===== src/rtl/binary_to_bcd_converter.sv =====
// binary_to_bcd_converter: sequential double-dabble, one shift-and-correct
// step per clock; fixed N+2 cycles from accepted start back to idle.
//
// Ports:
//   clk_i      - clock, rising edge
//   reset_i    - asynchronous active-high reset
//   start_i    - conversion request, sampled in IDLE only
//   binary_i   - unsigned input, captured on the accepted start cycle
//   ready_o    - high in IDLE
//   done_o     - one-cycle pulse in DONE
//   bcd_o      - packed BCD result, digit 0 in [3:0], registered
//   overflow_o - result did not fit in DIGITS digits, registered
module binary_to_bcd_converter #(
    parameter int N      = 13,
    parameter int DIGITS = 4
) (
    input  logic                  clk_i,
    input  logic                  reset_i,
    input  logic                  start_i,
    input  logic [N-1:0]          binary_i,
    output logic                  ready_o,
    output logic                  done_o,
    output logic [4*DIGITS-1:0]   bcd_o,
    output logic                  overflow_o
);

    localparam int CW = $clog2(N) + 1;
    localparam int W  = 4 * DIGITS;

    typedef enum logic [1:0] {
        IDLE = 2'd0,
        OP   = 2'd1,
        DONE = 2'd2
    } state_t;

    state_t         state_q, state_d;
    logic [N-1:0]   shift_q, shift_d;
    logic [W-1:0]   work_q, work_d;
    logic           ovf_q, ovf_d;
    logic [CW-1:0]  cnt_q, cnt_d;
    logic [W-1:0]   bcd_q, bcd_d;
    logic           ovfo_q, ovfo_d;
    logic [W-1:0]   adj;

    always_ff @(posedge clk_i or posedge reset_i) begin
        if (reset_i) begin
            state_q <= IDLE;
            shift_q <= '0;
            work_q  <= '0;
            ovf_q   <= 1'b0;
            cnt_q   <= '0;
            bcd_q   <= '0;
            ovfo_q  <= 1'b0;
        end else begin
            state_q <= state_d;
            shift_q <= shift_d;
            work_q  <= work_d;
            ovf_q   <= ovf_d;
            cnt_q   <= cnt_d;
            bcd_q   <= bcd_d;
            ovfo_q  <= ovfo_d;
        end
    end

    always_comb begin
        state_d = state_q;
        shift_d = shift_q;
        work_d  = work_q;
        ovf_d   = ovf_q;
        cnt_d   = cnt_q;
        bcd_d   = bcd_q;
        ovfo_d  = ovfo_q;

        // Digits >= 5 get +3 so the following shift carries into the
        // next decade exactly when the doubled digit reaches 10.
        adj = work_q;
        for (int i = 0; i < DIGITS; i++) begin
            if (work_q[4*i +: 4] >= 4'd5) begin
                adj[4*i +: 4] = work_q[4*i +: 4] + 4'd3;
            end
        end

        case (state_q)
            IDLE: begin
                if (start_i) begin
                    shift_d = binary_i;
                    work_d  = '0;
                    ovf_d   = 1'b0;
                    cnt_d   = CW'(N - 1);
                    state_d = OP;
                end
            end
            OP: begin
                work_d  = {adj[W-2:0], shift_q[N-1]};
                shift_d = shift_q << 1;
                // A carry out of the top digit means a decade above
                // DIGITS is non-zero; the low digits stay exact.
                ovf_d   = ovf_q | adj[W-1];
                if (cnt_q == '0) begin
                    state_d = DONE;
                    bcd_d   = work_d;
                    ovfo_d  = ovf_d;
                end else begin
                    cnt_d = cnt_q - CW'(1);
                end
            end
            DONE: begin
                state_d = IDLE;
            end
            default: begin
                state_d = IDLE;
            end
        endcase
    end

    assign ready_o    = (state_q == IDLE);
    assign done_o     = (state_q == DONE);
    assign bcd_o      = bcd_q;
    assign overflow_o = ovfo_q;

endmodule


===== config.mk =====
export PLATFORM = sky130hd
export DESIGN_NAME = binary_to_bcd_converter
export DESIGN_NICKNAME = d
export VERILOG_FILES = /design/src/rtl/binary_to_bcd_converter.sv
export SDC_FILE = /design/constraint.sdc
export NUM_CORES = 1
export LEC_CHECK = 0
export CORE_MARGIN = 2
export CORE_UTILIZATION = 40
export DETAILED_ROUTE_END_ITERATION = 12
export GPL_ROUTABILITY_DRIVEN = 0
export PLACE_DENSITY = 0.72
export SLEW_MARGIN = 20
export SYNTH_ARGS = -nofsm -noshare
export SYNTH_HDL_FRONTEND = slang
export SYNTH_SLANG_ARGS = --single-unit

===== constraint.sdc =====
create_clock -name clk_i -period 3.98 [get_ports clk_i]
set_clock_uncertainty 0.15 [all_clocks]
set_input_delay 0.597 -clock clk_i [delete_from_list [all_inputs] [get_ports clk_i]]
set_output_delay 0.597 -clock clk_i [all_outputs]
set_load 0.03 [all_outputs]

-- After elaboration in Yosys (flattened, before gate mapping)
Cells that the tools add are included.
- register bits after elaboration: 54
- bits in latches: 0
- RAM bits: 0
- memory bits (read-only): 0
- input bits: 16
- output and inout port bits: 19
- logic and storage cells: 45
- memories: 0
- add/sub/neg operators: 5
- multiply operators: 0
- divide/modulo/power cells: 0
- magnitude comparators: 4
- equality and inequality tests: 5
- shifts and indexed selects: 0
- muxes and demuxes: 16
- bitwise gates (word level): 1
- reduce and logical (&&, ||, !) cells: 7
- operators with widths (kind ; count):
    16-bit one-hot mux with 2 select lines ; 1
    13-bit one-hot mux with 2 select lines ; 1
    4-bit by 2-bit adder with 4-bit output, second input constant ; 4
    4-bit by 3-bit >= comparator with 1-bit output, second input constant ; 4
    16-bit two-way mux ; 1
    4-bit two-way mux ; 4
    13-bit two-way mux ; 1
    5-bit two-way mux ; 2
    5-bit one-hot mux with 2 select lines ; 1
    2-bit inequality test, second input constant ; 3
    2-bit AND reduction ; 3
    5-bit logical NOT ; 1
    5-bit by 1-bit subtractor with 5-bit output, second input constant ; 1
    2-bit two-way mux ; 2
    2-bit one-hot mux with 2 select lines ; 1
    3-bit AND reduction ; 1
    2-bit by 1-bit equality test with 1-bit output, second input constant ; 1
    2-bit equality test, second input constant ; 1
    2-bit logical NOT ; 1
    1-bit one-hot mux with 2 select lines ; 1
    2-bit nonzero test ; 1
    1-bit two-way mux ; 1
    1-bit bitwise OR ; 1

-- Depth between registers and ports, before layout
Gate-level depths: netlist of run 1.
- depth after elaboration: 4
- depth in mapped cells: 8
- gate-level depth less buffers: 6

-- Least setup slack after synthesis of run 1
OpenSTA, ideal clock, no wires.
- kind: register -> register
- start: reg cnt_q[0]
- end: reg bcd_q[0], in the netlist bcd_o[0]
- library setup time: 0.125 ns
- data arrival time: 1.682 ns
- data required time: 3.705 ns
- setup slack: 2.023 ns
- cell stages (with the launch flop): 7
- path buffers: 1
- period minus slack after synthesis: 1.957 ns
- cell sequence: dfrtp_1 -> inv_1 -> ha_1 -> or3b_1 -> or3_1 -> buf_6 -> mux2_4
- cells in the longest elaborated chain, start to end: 2
- ends and longest elaborated chain (element ; RTL line ; text):
    start, declared ; 40 ; logic [CW-1:0] cnt_q, cnt_d;
    start signal, assigned ; 59 ; cnt_q <= cnt_d;
    5-bit logical NOT ; 99 ; if (cnt_q == '0) begin
    2-bit AND reduction (no source line) ; -- ;
    end signal, assigned ; 52 ; bcd_q <= '0;
    end signal, assigned ; 60 ; bcd_q <= bcd_d;
    end, declared ; 41 ; logic [W-1:0] bcd_q, bcd_d;
Every way passes these cells.
A chain may end at the register's enable or synchronous reset.

-- Worst setup path after layout of run 1
- start: reg cnt_q[0]
- end: reg ovfo_q, in the netlist overflow_o
- cells in the longest elaborated chain, start to end: 2
- ends and longest elaborated chain (element ; RTL line ; text):
    5-bit logical NOT ; 99 ;
    2-bit AND reduction (no source line) ; -- ;
    end signal, assigned ; 61 ; ovfo_q <= ovfo_d;
    end, declared ; 42 ; logic ovfo_q, ovfo_d;
Every way passes these cells.

==> flow_summary.yaml, run 1 <==
detailed_routing:
  routedWlPerCell_um: 12.78
  route.detailed.drc: 0
  drtIter0Drc: 127
  drtPass1Iterations: 4
  wl_um: 4663
  num_vias: 1904
  vias_per_cell: 5.216
  antenna_left: 0
clock_tree:
  htreeDepth: 2
  clockRootBuffer: "clkbuf_8"
  clkLatencyLatePin_ns: 0.30
  cts_tree: "done"
  cts-resized-gates: 0
  clockBufferDepth: 2
  cts_num_sinks: 54
  postCtsSetupBuffers: 0
  numCtsBuffers: 5
  cts.clk_slew.worst_paths_ns: 0.09
  cts_hold_buf: 0
yosys:
  ys_ff_latch: 54
  synth_cells: 254
  ys_warn_count: 0
  async_flop_share_pct: 100.0
  synth_area_mm2: 0.002579
  syn_area_per_cell_um2: 10.15
  synthFlopType: "dfrtp_1"
  synth-edff-count: 0
  synth-seq-area-share_pct: 52.40
  ys_types: 31
  syn-num-nets: 279
sta:
  fin_hold_ws_ns: 0.3251
  fin_tns_setup_ns: 0
  setup_violations: 0
  rsz0062_at_grt: "false"
  slew_headroom_pct: 50.53
  fin_crit_ns: 2.416
  drv_slew: 0
  hold_viol: 0
  period_share_pct: 60.71
  worst_slew_pin_slew_ns: 0.7410
  clock.fmax_mhz: 413.8
power:
  ir_drop_mv: 0.3819
  p_comb_share_pct: 49.0
  power_density_mw_per_mm2: 842.6
  seqPwrFrac_pct: 37.5
  p_int_mw: 1.512
  switching_share_pct: 41.83
  leakage_nw: 1.359
  clkPwrFrac_pct: 13.5
  switchingPower_mw: 1.087
die:
  dieArea_mm2: 0.007105
  core_area_mm2: 0.006277
  die_w_um: 84.29
  start_util_pct: 41.08
  ios: 35
  rows: 29
  fp.dieH_um: 84.29
cells_and_area:
  seqCellArea_mm2: 0.001351
  area_growth_pct: 19.60
  fill_cells: 585
  antenna_cells: 0
  utilization_pct: 49.13
  final_nets: 312
  final_cell_mix: "54 x dfrtp_1, 34 x nand2_1, 34 x clkdlybuf4s50_1"
  drive_gt1_share_pct: 12.50
  mostFrequentLayoutCell: "dfrtp_1"
  multi_input_area_mm2: 0.001100
job:
  max_cap_violations: 0
setup_path:
  crit_required_ns: 4.06
  ff2ff_path_depth: 7
  crit_path_end_kind: "flop"
  worst-setup-path-type: "flop to flop"
  cp-startpoint: "cnt_q[0]"
  arrival_ns: 2.50
  cp-start-kind: "flop"
  cp_max_fo: 20
  r2r_start: "cnt_q[0]"
global_routing:
  grt_pass1_wl_um: 8335
  grtUsageTotal_pct: 14.32
  grt_pass1_vias: 1828
  grt_max_degree: 37
  grt_antenna_before_repair: 0
  grt.overflow.total: 0
worst_hold_path:
  worstHoldStart: "cnt_q[3]"
  hp-class: "flop to flop"
  hold_depth: 1
placement:
  post-dp-hpwl_um: 3278
  portBuffers: 34
status:
  status: "complete, no violations"
[area by class of cell]
cell class / count / share of cell area, %
multi-input cells: 174 / 35.66
well taps: 77 / 3.124
flip-flops and latches: 54 / 43.81
clock buffers: 8 / 3.570
repair buffers: 39 / 12.25
inverters: 13 / 1.582
[power by group through the flow]
| stage | registers (mW) | logic, mW | clock network [mW] |
|---|---|---|---|
| after global routing | 1.01 | 1.43 | 0.382 |
| final | 0.976 | 1.27 | 0.350 |
| after CTS | 0.974 | 1.29 | 0.357 |
| after floorplan | 1.09 | 0.804 | 0 |
| after detailed placement | 0.983 | 1.29 | 0 |
| after global placement | 0.976 | 1.25 | 0 |
[worst max-delay path: stages, from the launching register on]
cell and delay (ns):
dfrtp_1 0.41, inv_1 0.07, ha_1 0.16, or3b_1 0.38
or3_1 0.60, buf_4 0.34, inv_1 0.10, a2bb2oi_1 0.15
[sequential cells by signal, indices dropped and copies added (netlist names)]
| name | flops |
|---|---|
| bcd_o | 16 |
| cnt_q | 5 |
| overflow_o | 1 |
| ovf_q | 1 |
| shift_q | 13 |
| state_q | 2 |
| work_q | 16 |
[cell families after synthesis]
group           after synthesis  synth area share (%)
compound gates               69                 18.10
buf+inv                      26                 4.949
fa+ha+maj                     9                 4.367
mux                           7                 3.105
flops                        54                 52.40
simple gates                 85                 15.72
xor+xnor                      4                 1.358
[Yosys cell counts, types with 7 or more instances]
library cell | instances | area share, %
a21oi_1 | 12 | 2.3
a22oi_1 | 7 | 2.0
clkbuf_1 | 7 | 1.0
dfrtp_1 | 54 | 52
ha_1 | 9 | 4.4
inv_1 | 13 | 1.9
nand2_1 | 34 | 4.9
nand3_1 | 14 | 2.7
nor2_1 | 16 | 2.3
nor3b_1 | 9 | 2.6
o21ai_0 | 18 | 3.5
o21ai_2 | 15 | 5.1
[through the flow]
stage | instances | area, µm² | setup slack, ns | power, mW
2_1_floorplan | 254 | 2579 | 1.918 | 1.899
3_3_place_gp | 357 | 2974 | 1.403 | 2.222
3_5_place_dp | 357 | 2974 | 1.375 | 2.271
4_1_cts | 365 | 3084 | 1.546 | 2.621
5_1_grt | 365 | 3084 | 1.400 | 2.824
6_report | 365 | 3084 | 1.564 | 2.599
[final timing paths]
kind | endpoint | slack [ns]
setup / recovery | overflow_o | 1.56
hold / removal | cnt_q[3] | 0.33
setup reg to reg | overflow_o | 1.56
hold reg to reg | cnt_q[3] | 0.33
max in group asynchronous | bcd_o[8] | 2.36
min in group asynchronous | shift_q[2] | 0.58
[layer usage]
layer / vias up / track usage (%) / wire [µm]
met5: - / 0 / 0
met4: 0 / 3.959 / 47
met3: 5 / 3.835 / 264
met2: 42 / 23.09 / 2181
met1: 900 / 19.16 / 2169
li1: 957 / - / -
No activity file was read; power rests on OpenSTA's default activity.
==> run 2: changes to the inputs <==
Clock period 3.98 ns to 2.3 ns, I/O delays scaled along.
==> run 2 against run 1 <==
Combinational power is 75% higher. Worst hold slack worse by 0.080 ns. Register-to-register slack worse by 1.4 ns. Clock power is 77% higher. Core utilization is 0.38 points higher. Critical path type unchanged. Largest cell class unchanged.
==> flow_summary.yaml, run 2 (synthesis gave the netlist of run 1 again) <==
placement:
  portBuffers: 34
  placed_cell_area_mm2: 0.003002
  pre_cts_slack_ns: 0.2114
  post-dp-hpwl_um: 3379
setup_path:
  arrival_ns: 2.18
  cp_max_fo: 20
  crit_required_ns: 2.38
  ff2ff_path_depth: 7
  worst-setup-path-type: "flop to flop"
  cp-start-kind: "flop"
  crit_path_end_kind: "flop"
detailed_routing:
  routedWlPerCell_um: 13.30
  vias_per_cell: 5.158
  antenna_left: 0
  route.detailed.drc: 0
  drtPass1Iterations: 4
  num_vias: 1893
  wl_um: 4882
  drtIter0Drc: 135
clock_tree:
  cts.clk_slew.worst_paths_ns: 0.09
  cts_num_sinks: 54
  cts_tree: "done"
  numCtsBuffers: 5
  clkLatencyLatePin_ns: 0.30
  htreeDepth: 2
  clockBufferDepth: 2
  cts-resized-gates: 0
  postCtsSetupBuffers: 0
  clockRootBuffer: "clkbuf_8"
  cts_hold_buf: 0
job:
  max_cap_violations: 0
die:
  start_util_pct: 41.08
  dieArea_mm2: 0.007105
  core_area_mm2: 0.006277
  rows: 29
  ios: 35
  fp.dieH_um: 84.29
  die_w_um: 84.29
power:
  ir_drop_mv: 0.5286
  leakage_nw: 1.367
  power_density_mw_per_mm2: 1461
  power.total_mw: 4.542
sta:
  worst_slew_pin_slew_ns: 0.5071
  setup_violations: 0
  drv_slew: 0
  rsz0062_at_grt: "false"
  hold_viol: 0
  setup_ws_ns: 0.2059
  fin_tns_setup_ns: 0
  fin_crit_ns: 2.094
  fin_hold_ws_ns: 0.2446
  period_share_pct: 91.05
  slew_headroom_pct: 66.12
  clock.fmax_mhz: 477.5
global_routing:
  grt_pass1_wl_um: 8459
  grt_use_met3_pct: 3.736
  gr-usage-met1_pct: 19.28
  grt_max_degree: 55
  grtUsageTotal_pct: 14.53
  grt_antenna_before_repair: 0
  met2_usage_pct: 23.59
  grt_pass1_vias: 1882
  grt.overflow.total: 0
  grt.busiest_layer: "met2"
cells_and_area:
  mostFrequentLayoutCell: "dfrtp_1"
  drive_gt1_share_pct: 12.41
  area_growth_pct: 20.52
  multi_input_area_mm2: 0.001100
  final_nets: 314
  fill_cells: 569
  antenna_cells: 0
  design_area_mm2: 0.003108
  seqCellArea_mm2: 0.001351
  final_cell_mix: "54 x dfrtp_1, 34 x nand2_1, 34 x clkdlybuf4s50_1"
status:
  status: "complete, no violations"
worst_hold_path:
  hp-class: "input port to async pin"
## run 2: cell types whose count changed in the layout (fill, tap and decap cells not counted)
| cell | change |
|---|---|
| buf_12 | +1 |
| buf_4 | +1 |
| bufinv_16 | +1 |
| clkbuf_1 | +2 |
| clkbuf_8 | -3 |
## run 2: area by class of cell
cell class,instances,share of cell area (%)
Tap cell,77,3.100
Clock buffer,7,2.456
Inverter,13,1.570
Sequential cell,54,43.48
Multi-Input combinational cell,174,35.39
Timing Repair Buffer,41,13.04
Clock inverter,1,0.9662
## run 2: path summary, 6_finish.rpt
kind                               start    endpoint  slack (ns)
worst max-delay path            cnt_q[0]  overflow_o        0.21
min in group clk_i              bcd_o[1]    bcd_o[1]        0.34
worst min register to register  bcd_o[1]    bcd_o[1]        0.34
max in group asynchronous        reset_i   work_q[6]        1.51
worst max register to register  cnt_q[0]  overflow_o        0.21
worst min-delay path             reset_i   work_q[2]        0.24
## run 2: layer usage
metal / vias to the layer above / share of wire (%)
met4: 0 / 0.82
li1: 958 / -
met3: 5 / 4.2
met1: 890 / 47
met5: - / 0
met2: 40 / 48
## run 2: critical path, cell delays in order, from the launching register on
cell       delay [ns]
dfrtp_1          0.42
inv_1            0.07
ha_1             0.14
or3b_1           0.38
or3_1            0.38
buf_4            0.24
inv_1            0.09
a2bb2oi_1        0.15
## run 2: through the flow
stage | util [%] | std cells
6_report | 49.51 | 367
2_1_floorplan | - | 254
4_1_cts | 49.51 | 367
3_3_place_gp | 47.82 | 359
5_1_grt | 49.51 | 367
3_5_place_dp | 47.82 | 359
## run 2: power by group
part | internal (mW) | total, mW | leakage, nW | switching [mW]
combinational | 0.944 | 2.22 | 0.638 | 1.28
sequential | 1.38 | 1.70 | 0.676 | 0.326
clock | 0.326 | 0.619 | 0.0524 | 0.293
==> run 3: changes to the inputs <==
Settings changed: CAP_MARGIN set to 40, SKIP_CTS_REPAIR_TIMING set to 1.
==> results of run 3 <==
Same layout as run 2: the final DEF is identical, and so are final timing and power.
